`src/rtl/solver_scheduler.sv`:
```
// solver_scheduler: hands Mandelbrot pixel jobs to a pool of solver instances,
// loading each job's limbs through a shared write port, starting the solver,
// and returning tagged iteration counts to the host over valid/ready.
module solver_scheduler #(
    parameter int NUM_SOLVERS     = 4,
    parameter int LIMB_INDEX_BITS = 6,
    parameter int LIMB_SIZE_BITS  = 8,
    parameter int TAG_BITS        = 16
) (
    input  logic                        clock,
    input  logic                        reset,
    input  logic                        job_valid,
    output logic                        job_ready,
    input  logic [TAG_BITS-1:0]         job_tag,
    input  logic [LIMB_INDEX_BITS-1:0]  job_num_limbs,
    input  logic [15:0]                 job_iter_lim,
    input  logic                        limb_valid,
    output logic                        limb_ready,
    input  logic [LIMB_SIZE_BITS-1:0]   limb_re,
    input  logic [LIMB_SIZE_BITS-1:0]   limb_im,
    output logic [NUM_SOLVERS-1:0]      sol_wr_en,
    output logic [LIMB_INDEX_BITS-1:0]  sol_wr_index,
    output logic [LIMB_SIZE_BITS-1:0]   sol_real_data,
    output logic [LIMB_SIZE_BITS-1:0]   sol_imag_data,
    output logic [LIMB_INDEX_BITS-1:0]  sol_num_limbs,
    output logic [15:0]                 sol_iter_lim,
    output logic [NUM_SOLVERS-1:0]      sol_start,
    input  logic [NUM_SOLVERS-1:0]      sol_out_ready,
    input  logic [16*NUM_SOLVERS-1:0]   sol_iterations,
    output logic                        res_valid,
    input  logic                        res_ready,
    output logic [TAG_BITS-1:0]         res_tag,
    output logic [15:0]                 res_iterations,
    output logic [NUM_SOLVERS-1:0]      busy_mask
);

    localparam int SEL_BITS = (NUM_SOLVERS > 1) ? $clog2(NUM_SOLVERS) : 1;
    localparam logic [NUM_SOLVERS-1:0] ONE = 1;
    localparam logic [SEL_BITS-1:0] LAST_SEL = SEL_BITS'(NUM_SOLVERS - 1);

    typedef enum logic [1:0] {IDLE, LOAD, START} state_t;

    // Round-robin search: {found, index} of the first set bit at or after ptr.
    function automatic logic [SEL_BITS:0] pickFirst(input logic [NUM_SOLVERS-1:0] mask,
                                                     input logic [SEL_BITS-1:0] ptr);
        logic [SEL_BITS:0] result;
        int pos;
        result = '0;
        for (int k = NUM_SOLVERS - 1; k >= 0; k--) begin
            pos = (int'(ptr) + k) % NUM_SOLVERS;
            if (mask[pos]) result = {1'b1, SEL_BITS'(pos)};
        end
        return result;
    endfunction

    function automatic logic [SEL_BITS-1:0] nextSel(input logic [SEL_BITS-1:0] i);
        return (i == LAST_SEL) ? '0 : i + 1'b1;
    endfunction

    state_t                      state_q, state_d;
    logic [SEL_BITS-1:0]         sel_q, sel_d;
    logic [LIMB_INDEX_BITS-1:0]  idx_q, idx_d;
    logic [TAG_BITS-1:0]         tag_q, tag_d;
    logic [LIMB_INDEX_BITS-1:0]  numLimbs_q, numLimbs_d;
    logic [15:0]                 iterLim_q, iterLim_d;
    logic [SEL_BITS-1:0]         dispPtr_q, dispPtr_d;
    logic [NUM_SOLVERS-1:0]      wrEn_q, wrEn_d;
    logic [LIMB_INDEX_BITS-1:0]  wrIndex_q, wrIndex_d;
    logic [LIMB_SIZE_BITS-1:0]   realData_q, realData_d;
    logic [LIMB_SIZE_BITS-1:0]   imagData_q, imagData_d;
    logic [LIMB_INDEX_BITS-1:0]  solNumLimbs_q, solNumLimbs_d;
    logic [15:0]                 solIterLim_q, solIterLim_d;

    logic [NUM_SOLVERS-1:0]      busy_q, busy_d;
    logic [NUM_SOLVERS-1:0]      start_q, start_d;
    logic [TAG_BITS-1:0]         tagR_q [NUM_SOLVERS];
    logic [TAG_BITS-1:0]         tagR_d [NUM_SOLVERS];
    logic [SEL_BITS-1:0]         resPtr_q, resPtr_d;
    logic [SEL_BITS-1:0]         rsel_q, rsel_d;
    logic                        resValid_q, resValid_d;
    logic [TAG_BITS-1:0]         resTag_q, resTag_d;
    logic [15:0]                 resIter_q, resIter_d;

    logic [SEL_BITS:0]           idlePick;
    logic [SEL_BITS:0]           resPick;
    logic [NUM_SOLVERS-1:0]      candidates;
    logic                        dispatchNow;
    logic                        popNow;
    logic                        captureNow;

    assign idlePick = pickFirst(~busy_q, dispPtr_q);

    // Dispatch FSM: accept a header into an idle solver, stream its limbs, then start it.
    always_comb begin
        state_d       = state_q;
        sel_d         = sel_q;
        idx_d         = idx_q;
        tag_d         = tag_q;
        numLimbs_d    = numLimbs_q;
        iterLim_d     = iterLim_q;
        dispPtr_d     = dispPtr_q;
        wrEn_d        = '0;
        wrIndex_d     = wrIndex_q;
        realData_d    = realData_q;
        imagData_d    = imagData_q;
        solNumLimbs_d = solNumLimbs_q;
        solIterLim_d  = solIterLim_q;
        job_ready     = 1'b0;
        limb_ready    = 1'b0;
        dispatchNow   = 1'b0;
        case (state_q)
            IDLE: begin
                job_ready = job_valid && idlePick[SEL_BITS];
                if (job_ready) begin
                    sel_d      = idlePick[SEL_BITS-1:0];
                    tag_d      = job_tag;
                    numLimbs_d = job_num_limbs;
                    iterLim_d  = job_iter_lim;
                    idx_d      = '0;
                    state_d    = LOAD;
                end
            end
            LOAD: begin
                limb_ready = 1'b1;
                if (limb_valid) begin
                    wrEn_d        = ONE << sel_q;
                    wrIndex_d     = idx_q;
                    realData_d    = limb_re;
                    imagData_d    = limb_im;
                    solNumLimbs_d = numLimbs_q;
                    solIterLim_d  = iterLim_q;
                    idx_d         = idx_q + 1'b1;
                    if (idx_q == numLimbs_q) state_d = START;
                end
            end
            START: begin
                dispatchNow = 1'b1;
                dispPtr_d   = nextSel(sel_q);
                state_d     = IDLE;
            end
            default: state_d = IDLE;
        endcase
    end

    // Dispatch state and the registered solver write port.
    always_ff @(posedge clock) begin
        if (reset) begin
            state_q       <= IDLE;
            sel_q         <= '0;
            idx_q         <= '0;
            tag_q         <= '0;
            numLimbs_q    <= '0;
            iterLim_q     <= '0;
            dispPtr_q     <= '0;
            wrEn_q        <= '0;
            wrIndex_q     <= '0;
            realData_q    <= '0;
            imagData_q    <= '0;
            solNumLimbs_q <= '0;
            solIterLim_q  <= '0;
        end else begin
            state_q       <= state_d;
            sel_q         <= sel_d;
            idx_q         <= idx_d;
            tag_q         <= tag_d;
            numLimbs_q    <= numLimbs_d;
            iterLim_q     <= iterLim_d;
            dispPtr_q     <= dispPtr_d;
            wrEn_q        <= wrEn_d;
            wrIndex_q     <= wrIndex_d;
            realData_q    <= realData_d;
            imagData_q    <= imagData_d;
            solNumLimbs_q <= solNumLimbs_d;
            solIterLim_q  <= solIterLim_d;
        end
    end

    // Result capture and pool bookkeeping; a popped solver is excluded from same-cycle capture.
    always_comb begin
        popNow     = resValid_q && res_ready;
        candidates = busy_q & sol_out_ready & ~wrEn_q;
        if (popNow) candidates = candidates & ~(ONE << rsel_q);
        resPick    = pickFirst(candidates, resPtr_q);
        captureNow = (!resValid_q || popNow) && resPick[SEL_BITS];
        resValid_d = resValid_q;
        resTag_d   = resTag_q;
        resIter_d  = resIter_q;
        rsel_d     = rsel_q;
        resPtr_d   = resPtr_q;
        busy_d     = busy_q;
        start_d    = start_q;
        tagR_d     = tagR_q;
        if (popNow) begin
            resValid_d     = 1'b0;
            busy_d[rsel_q]  = 1'b0;
            start_d[rsel_q] = 1'b0;
        end
        if (captureNow) begin
            resValid_d = 1'b1;
            resTag_d   = tagR_q[resPick[SEL_BITS-1:0]];
            resIter_d  = sol_iterations[16*int'(resPick[SEL_BITS-1:0]) +: 16];
            rsel_d     = resPick[SEL_BITS-1:0];
            resPtr_d   = nextSel(resPick[SEL_BITS-1:0]);
        end
        if (dispatchNow) begin
            busy_d[sel_q]  = 1'b1;
            start_d[sel_q] = 1'b1;
            tagR_d[sel_q]  = tag_q;
        end
    end

    // Pool occupancy, per-solver tags and the result register.
    always_ff @(posedge clock) begin
        if (reset) begin
            busy_q     <= '0;
            start_q    <= '0;
            tagR_q     <= '{default: '0};
            resPtr_q   <= '0;
            rsel_q     <= '0;
            resValid_q <= 1'b0;
            resTag_q   <= '0;
            resIter_q  <= '0;
        end else begin
            busy_q     <= busy_d;
            start_q    <= start_d;
            tagR_q     <= tagR_d;
            resPtr_q   <= resPtr_d;
            rsel_q     <= rsel_d;
            resValid_q <= resValid_d;
            resTag_q   <= resTag_d;
            resIter_q  <= resIter_d;
        end
    end

    assign sol_wr_en      = wrEn_q;
    assign sol_wr_index   = wrIndex_q;
    assign sol_real_data  = realData_q;
    assign sol_imag_data  = imagData_q;
    assign sol_num_limbs  = solNumLimbs_q;
    assign sol_iter_lim   = solIterLim_q;
    assign sol_start      = start_q;
    assign res_valid      = resValid_q;
    assign res_tag        = resTag_q;
    assign res_iterations = resIter_q;
    assign busy_mask      = busy_q;

endmodule

```
`config.mk`:
```
export PLATFORM = sky130hd
export DESIGN_NAME = solver_scheduler
export DESIGN_NICKNAME = d
export VERILOG_FILES = /design/src/rtl/solver_scheduler.sv
export SDC_FILE = /design/constraint.sdc
export NUM_CORES = 1
export LEC_CHECK = 0
export ABC_CLOCK_PERIOD_IN_PS = 2250
export BUFFER_PORTS_ARGS = -buffer_cell sky130_fd_sc_hd__buf_2
export CAP_MARGIN = 20
export CORE_MARGIN = 2
export CORE_UTILIZATION = 53
export CTS_CLUSTER_DIAMETER = 150
export DETAILED_ROUTE_END_ITERATION = 7
export HOLD_SLACK_MARGIN = 0.15
export PLACE_DENSITY_LB_ADDON = 0.15
export SYNTH_ARGS = -nofsm -noshare
export SYNTH_HDL_FRONTEND = slang
export SYNTH_SLANG_ARGS = --single-unit
```
`constraint.sdc`:
```
create_clock -name clock -period 2.25 [get_ports clock]
set_input_delay 0.1125 -clock clock [delete_from_list [all_inputs] [get_ports clock]]
set_output_delay 0.1125 -clock clock [all_outputs]
set_load 0.005 [all_outputs]
```
**Word-level counts from Yosys, hierarchy flattened**

Cells that the tools add are included.

- Register bits after elaboration: 207
- Bits of input ports: 127

- Mux-type cells: 59
- Reductions and logical operators: 22
- Bitwise gates (word level): 21
- Magnitude comparators: 15
- Eq/ne operators: 8
- Add/sub/neg operators: 9
- Shift operators: 3

Operator list:

| cell | count |
|---|---|
| 64-bit bitwise mux | 1 |
| 64-bit by 7-bit variable part select with 16-bit output | 1 |
| 16-bit two-way mux | 3 |
| 16-bit binary-select mux with 2-bit select | 1 |
| 16-bit demux with 2-bit select | 1 |
| 3-bit by 4-bit < comparator with 1-bit output, second input constant | 6 |
| 3-bit two-way mux | 8 |
| 1-bit two-way mux | 21 |
| 4-bit bitwise AND | 5 |
| 4-bit two-way mux | 5 |
| 1-bit binary-select mux with 2-bit select | 8 |
| 4-bit inverter | 4 |
| 2-bit by 3-bit < comparator with 1-bit output, second input constant | 4 |
| 6-bit two-way mux | 2 |
| 6-bit case mux with 2 select lines | 1 |
| 2-bit OR reduction | 6 |
| 2-bit two-way mux | 5 |
| 2-bit by 1-bit adder with 2-bit output, second input constant | 4 |
| 2-bit adder, second input constant | 4 |
| 4-bit bitwise OR | 2 |
| 1-bit by 2-bit << shifter with 4-bit output, first input constant | 2 |
| 6-bit by 1-bit adder with 6-bit output, second input constant | 1 |
| 1-bit bitwise AND, first input constant | 6 |
| 2-bit == test, second input constant | 3 |
| 18 further kinds | 33 |

**Longest topological paths before layout**

- Depth after elaboration: 15
- Mapped depth: 9
- Gate-level depth less buffers: 6

**Worst setup path after synthesis**

No wires, ideal clock.

- Kind: reg-to-reg
- Start point: reg resPtr_q[1]
- End point: reg resIter_q[11] (netlist: res_iterations[11])
- Clock period less this slack: 1.924 ns
- Arrival: 1.793 ns
- Setup time: 0.132 ns
- Cell stages (with the launch flop): 10
- Slack: 0.326 ns
- Cell sequence: dfxtp_1 > clkbuf_1 > nor2_1 > and4_4 > a21o_1 > a211o_1 > buf_4 > buf_2 > a211oi_1 > o31ai_1

- Cells in the longest elaborated chain, start to end: 9
- Elaborated cells on any way between the ends: 20
- Those cells by class: add/sub (3); shift (1); mux (15); reduce/logical (1)

RTL lines:

| item | line | RTL |
|---|---|---|
| from (decl) | 78 | `logic [SEL_BITS-1:0] resPtr_q, resPtr_d;` |
| from (signal assigned) | 227 | `resPtr_q <= resPtr_d;` |
| 2-bit adder | 50 | `pos = (int'(ptr) + k) % NUM_SOLVERS;` |
| 1-bit binary-select mux with 2-bit select | 51 | `if (mask[pos]) result = {1'b1, SEL_BITS'(pos)};` |
| 1-bit two-way mux (not written as such) (2 in series) | 51 |  |
| 3-bit two-way mux (3 in series) | 51 |  |
| 3-bit two-way mux (*) | 51 |  |
| 64-bit by 7-bit variable part select with 16-bit output or 1-bit logical AND (tied branches) | 201, 184 |  |
| to (signal assigned) | 231 | `resIter_q <= resIter_d;` |
| to (decl) | 82 | `logic [15:0] resIter_q, resIter_d;` |

Every way passes the cells marked *; elsewhere a longest branch is shown, timed or not. The select of a mux whose other input is x is not followed.
A chain may end at the register's enable or synchronous reset.

**Worst setup path in the final report**

- Start point: reg resValid_q (netlist: res_valid)
- End point: reg resIter_q[9] (netlist: res_iterations[9])

- Cells in the longest elaborated chain, start to end: 10
- Elaborated cells on any way between the ends: 21
- Those cells by class: shift (1); mux (16); reduce/logical (4)

RTL lines:

| item | line | RTL |
|---|---|---|
| from (decl) | 80 | `logic resValid_q, resValid_d;` |
| from (signal assigned) | 229 | `resValid_q <= resValid_d;` |
| 1-bit logical AND | 180 | `popNow = resValid_q && res_ready;` |
| 4-bit two-way mux | 182 | `if (popNow) candidates = candidates & ~(ONE << rsel_q);` |
| 1-bit binary-select mux with 2-bit select | 51 |  |
| 1-bit two-way mux (not written as such) (2 in series) | 51 |  |
| 3-bit two-way mux (4 in series) | 51 |  |
| 64-bit by 7-bit variable part select with 16-bit output or 1-bit logical AND (tied branches) | 201, 184 |  |

Several ways; a longest one is shown, not always the timed one. The select of a mux whose other input is x is not followed.

==> results.cfg <==
[run_status]
outcome = finished clean

[logic_synthesis]
netlist_top_cells_count = nand2_1, dfxtp_1, a21oi_1, and3_1, clkbuf_1
avgSynthCellArea_sq_um = 8.07
synth_top_area_cell = dfxtp_1
syn_inst = 1060
synthTopCellsByArea = dfxtp_1, nand2_1, a21oi_1, a211oi_1, and3_1
netlist_area_sq_mm = 0.00855
netlist.area_leader.share_pct = 48.5
ys_seq_area_share_pct = 48.5
ys_types = 41
synth.most_common_cell = nand2_1
yosys_warnings = 0
async_flop_share_pct = 0
synth_edf_count = 0
ys_ff_latch = 207
synthFlopType = dfxtp_1
synth_fp_nets = 1192

[pwr]
internal_power_mw = 6.30
vdd_drop_max_mv = 0.537
clkPwrFrac_pct = 44.4
seqPwrFrac_pct = 46.9
power_leakage_nw = 5.13
sw_frac_of_total_pct = 22.5
power.net_switching_mw = 1.83
comb_power_share_pct = 8.7
power_density_mw_per_mm2 = 672

[global_route]
grt_pass1_vias = 8613
antenna_found_initial = 5
overflow = 0
grt_max_degree = 105
use_met2_pct = 53.6
grt_usage_pct = 30.9
grt.met3_usage_pct = 7.61
grt_most_used_layer = met2
use_met1_pct = 37.5
grt_pass1_wl_mm = 42.6

[hold_path]
hold_depth = 6
hp-class = primary input to register

[placement]
gp_congestion = 0.827
place_inst = 1444
place_ws_ns = 0.0669
place_hpwl_mm = 14.8
place.port_buffers = 217

[worst_setup_path]
start_kind = register
crit_required_ns = 2.62
critPathSlowestCell = a221oi_4
cp_cell_sequence = nand4_1 -> nand4b_1 -> a221oi_4 -> nand2_2 -> buf_12 -> a211oi_1 -> o31ai_2
crit_cells = 7
crit_family = compound AO/OA/AOI/OAI gates
end_kind = register
critPathBufInv = 1
path_class = register to register
reg2reg_depth = 7
critPathMaxStageDelay_ns = 0.48
cp_max_fo = 44
arrival_ns = 2.62

[detailed_routing]
avgViaCountPerCell = 5.46
first_pass_iters = 5
drc = 0
via_count = 8883
drt_iter0_markers = 738
totalWireLength_mm = 27.7
postRouteAntennaNets = 0
wire_per_inst_microns = 17.0

[clocking]
clk_path_buf_depth = 3
clkLatencyLatePin_ns = 0.50
cts_tree = done
clock-sinks = 207
cts_buffers = 21
cts.clk_slew.worst_paths_ns = 0.06
clock-root-buffer = clkbuf_16
h-tree-depth = 1

[finish]
layout.nets = 1526
syn_to_final_growth_pct = 41.6
drive_above_1_share_pct = 23.1
fin_cells = 1627

[die]
fp.dieH_microns = 131
coreArea_sq_mm = 0.0158
die-area_sq_mm = 0.0172
num_io_pins = 218
die_w_microns = 131
core.rowCount = 46
initial_core_util_pct = 54.0

[timing]
fin_setup_tns_ns = 0
finalCritPeriodShare_pct = 99.8
slew_violations = 0
setup_viol = 0
hold_viol = 0
period_needed_ns = 2.25
clock-skew-final_ns = 0.0132
whs_ns = 0.364
rsz0062_at_grt = yes
worst_slew_pin_slew_ns = 0.754
fmax_ghz = 0.445
timing.final.ws_setup_ns = 0.00430
slew_headroom_pct = 49.6

[flow_run]
cap_violations = 0
## placed cells by master, fill, tap and decap left out, types with 6 or more instances in the layout
cell	count
a211oi_1	52
a21oi_1	162
nand2_1	342
and3_1	64
nand4_1	6
clkbuf_16	21
clkbuf_8	8
xor2_1	7
dlygate4sd3_1	139
nor3_1	6
dfxtp_1	207
buf_2	216
nor2_1	17
buf_4	34
inv_1	7
o31ai_2	10
o31ai_1	22
a211oi_2	14
## area by class of cell
cell class | instances | area, sq um
flip-flops and latches | 207 | 4140
clock inverters | 4 | 73.8
well taps | 216 | 270
repair buffers | 397 | 2870
clock buffers | 31 | 643
fillers | 1116 | 3720
inverters | 8 | 33.8
multi-input cells | 759 | 4060
diodes | 5 | 12.5
## registers in the layout (all words and copies together) (netlist names), 4 cells and up
register and flops:
res_tag 16, sol_wr_index 6, sol_imag_data 8, sol_real_data 8, sol_start 4, busy_mask 4
sol_iter_lim 16, tagR_q 64, sol_num_limbs 6, numLimbs_q 6, res_iterations 16, iterLim_q 16
idx_q 6, sol_wr_en 4, tag_q 16
## kinds of logic after synthesis
| group | synth area share [%] |
|---|---|
| compound gates | 20.8 |
| fa+ha+maj | 0.732 |
| buf+inv | 4.67 |
| xor+xnor | 1.23 |
| mux | 0.234 |
| flops | 48.5 |
| simple gates | 23.9 |
## metrics by stage
stage	utilization, %	instance area (sq um)	power (mW)
2_1_floorplan	-	8550	4.12
6_report	76.5	12100	8.13
5_1_grt	76.5	12100	8.40
3_5_place_dp	62.5	9900	4.36
4_1_cts	75.8	12000	8.13
3_3_place_gp	62.5	9900	4.35
## what timing repair did
item,4_1_cts,5_1_grt
resized for setup,0,12
setup buffers,0,4
setup endpoints to repair,0,41
hold buffers,139,0
endpoints found under the hold margin,93,0
## tightest hold or removal path, delay by kind of cell
kind	cells	cell delay, ns
AO/OA/AOI/OAI	2	0.16
buffers and inverters	2	0.28
AND/OR/NAND/NOR	2	0.25
## final timing paths
check | from | end | slack (ns)
worst min-delay path | sol_out_ready[2] | rsel_q[1] | 0.36
worst min register to register | res_iterations[13] | res_iterations[13] | 0.45
worst max register to register | res_valid | res_iterations[9] | 0.004
worst max-delay path | res_valid | res_iterations[9] | 0.004
## layer usage
| layer | wire, microns | share of wire [%] | vias up |
|---|---|---|---|
| met5 | 0 | 0 | - |
| met3 | 2160 | 7.8 | 71 |
| met1 | 11000 | 40 | 4138 |
| li1 | - | - | 4306 |
| met4 | 690 | 2.5 | 0 |
| met2 | 13800 | 50 | 368 |
## power by group through the flow
stage	clock, mW	combinational (mW)	sequential [mW]
final	3.61	0.705	3.81
after global routing	3.81	0.762	3.82
after CTS	3.67	0.661	3.81
after detailed placement	0	0.471	3.89
after global placement	0	0.467	3.89
after floorplan	0	0.246	3.87
No activity file was read; power rests on OpenSTA's default activity.
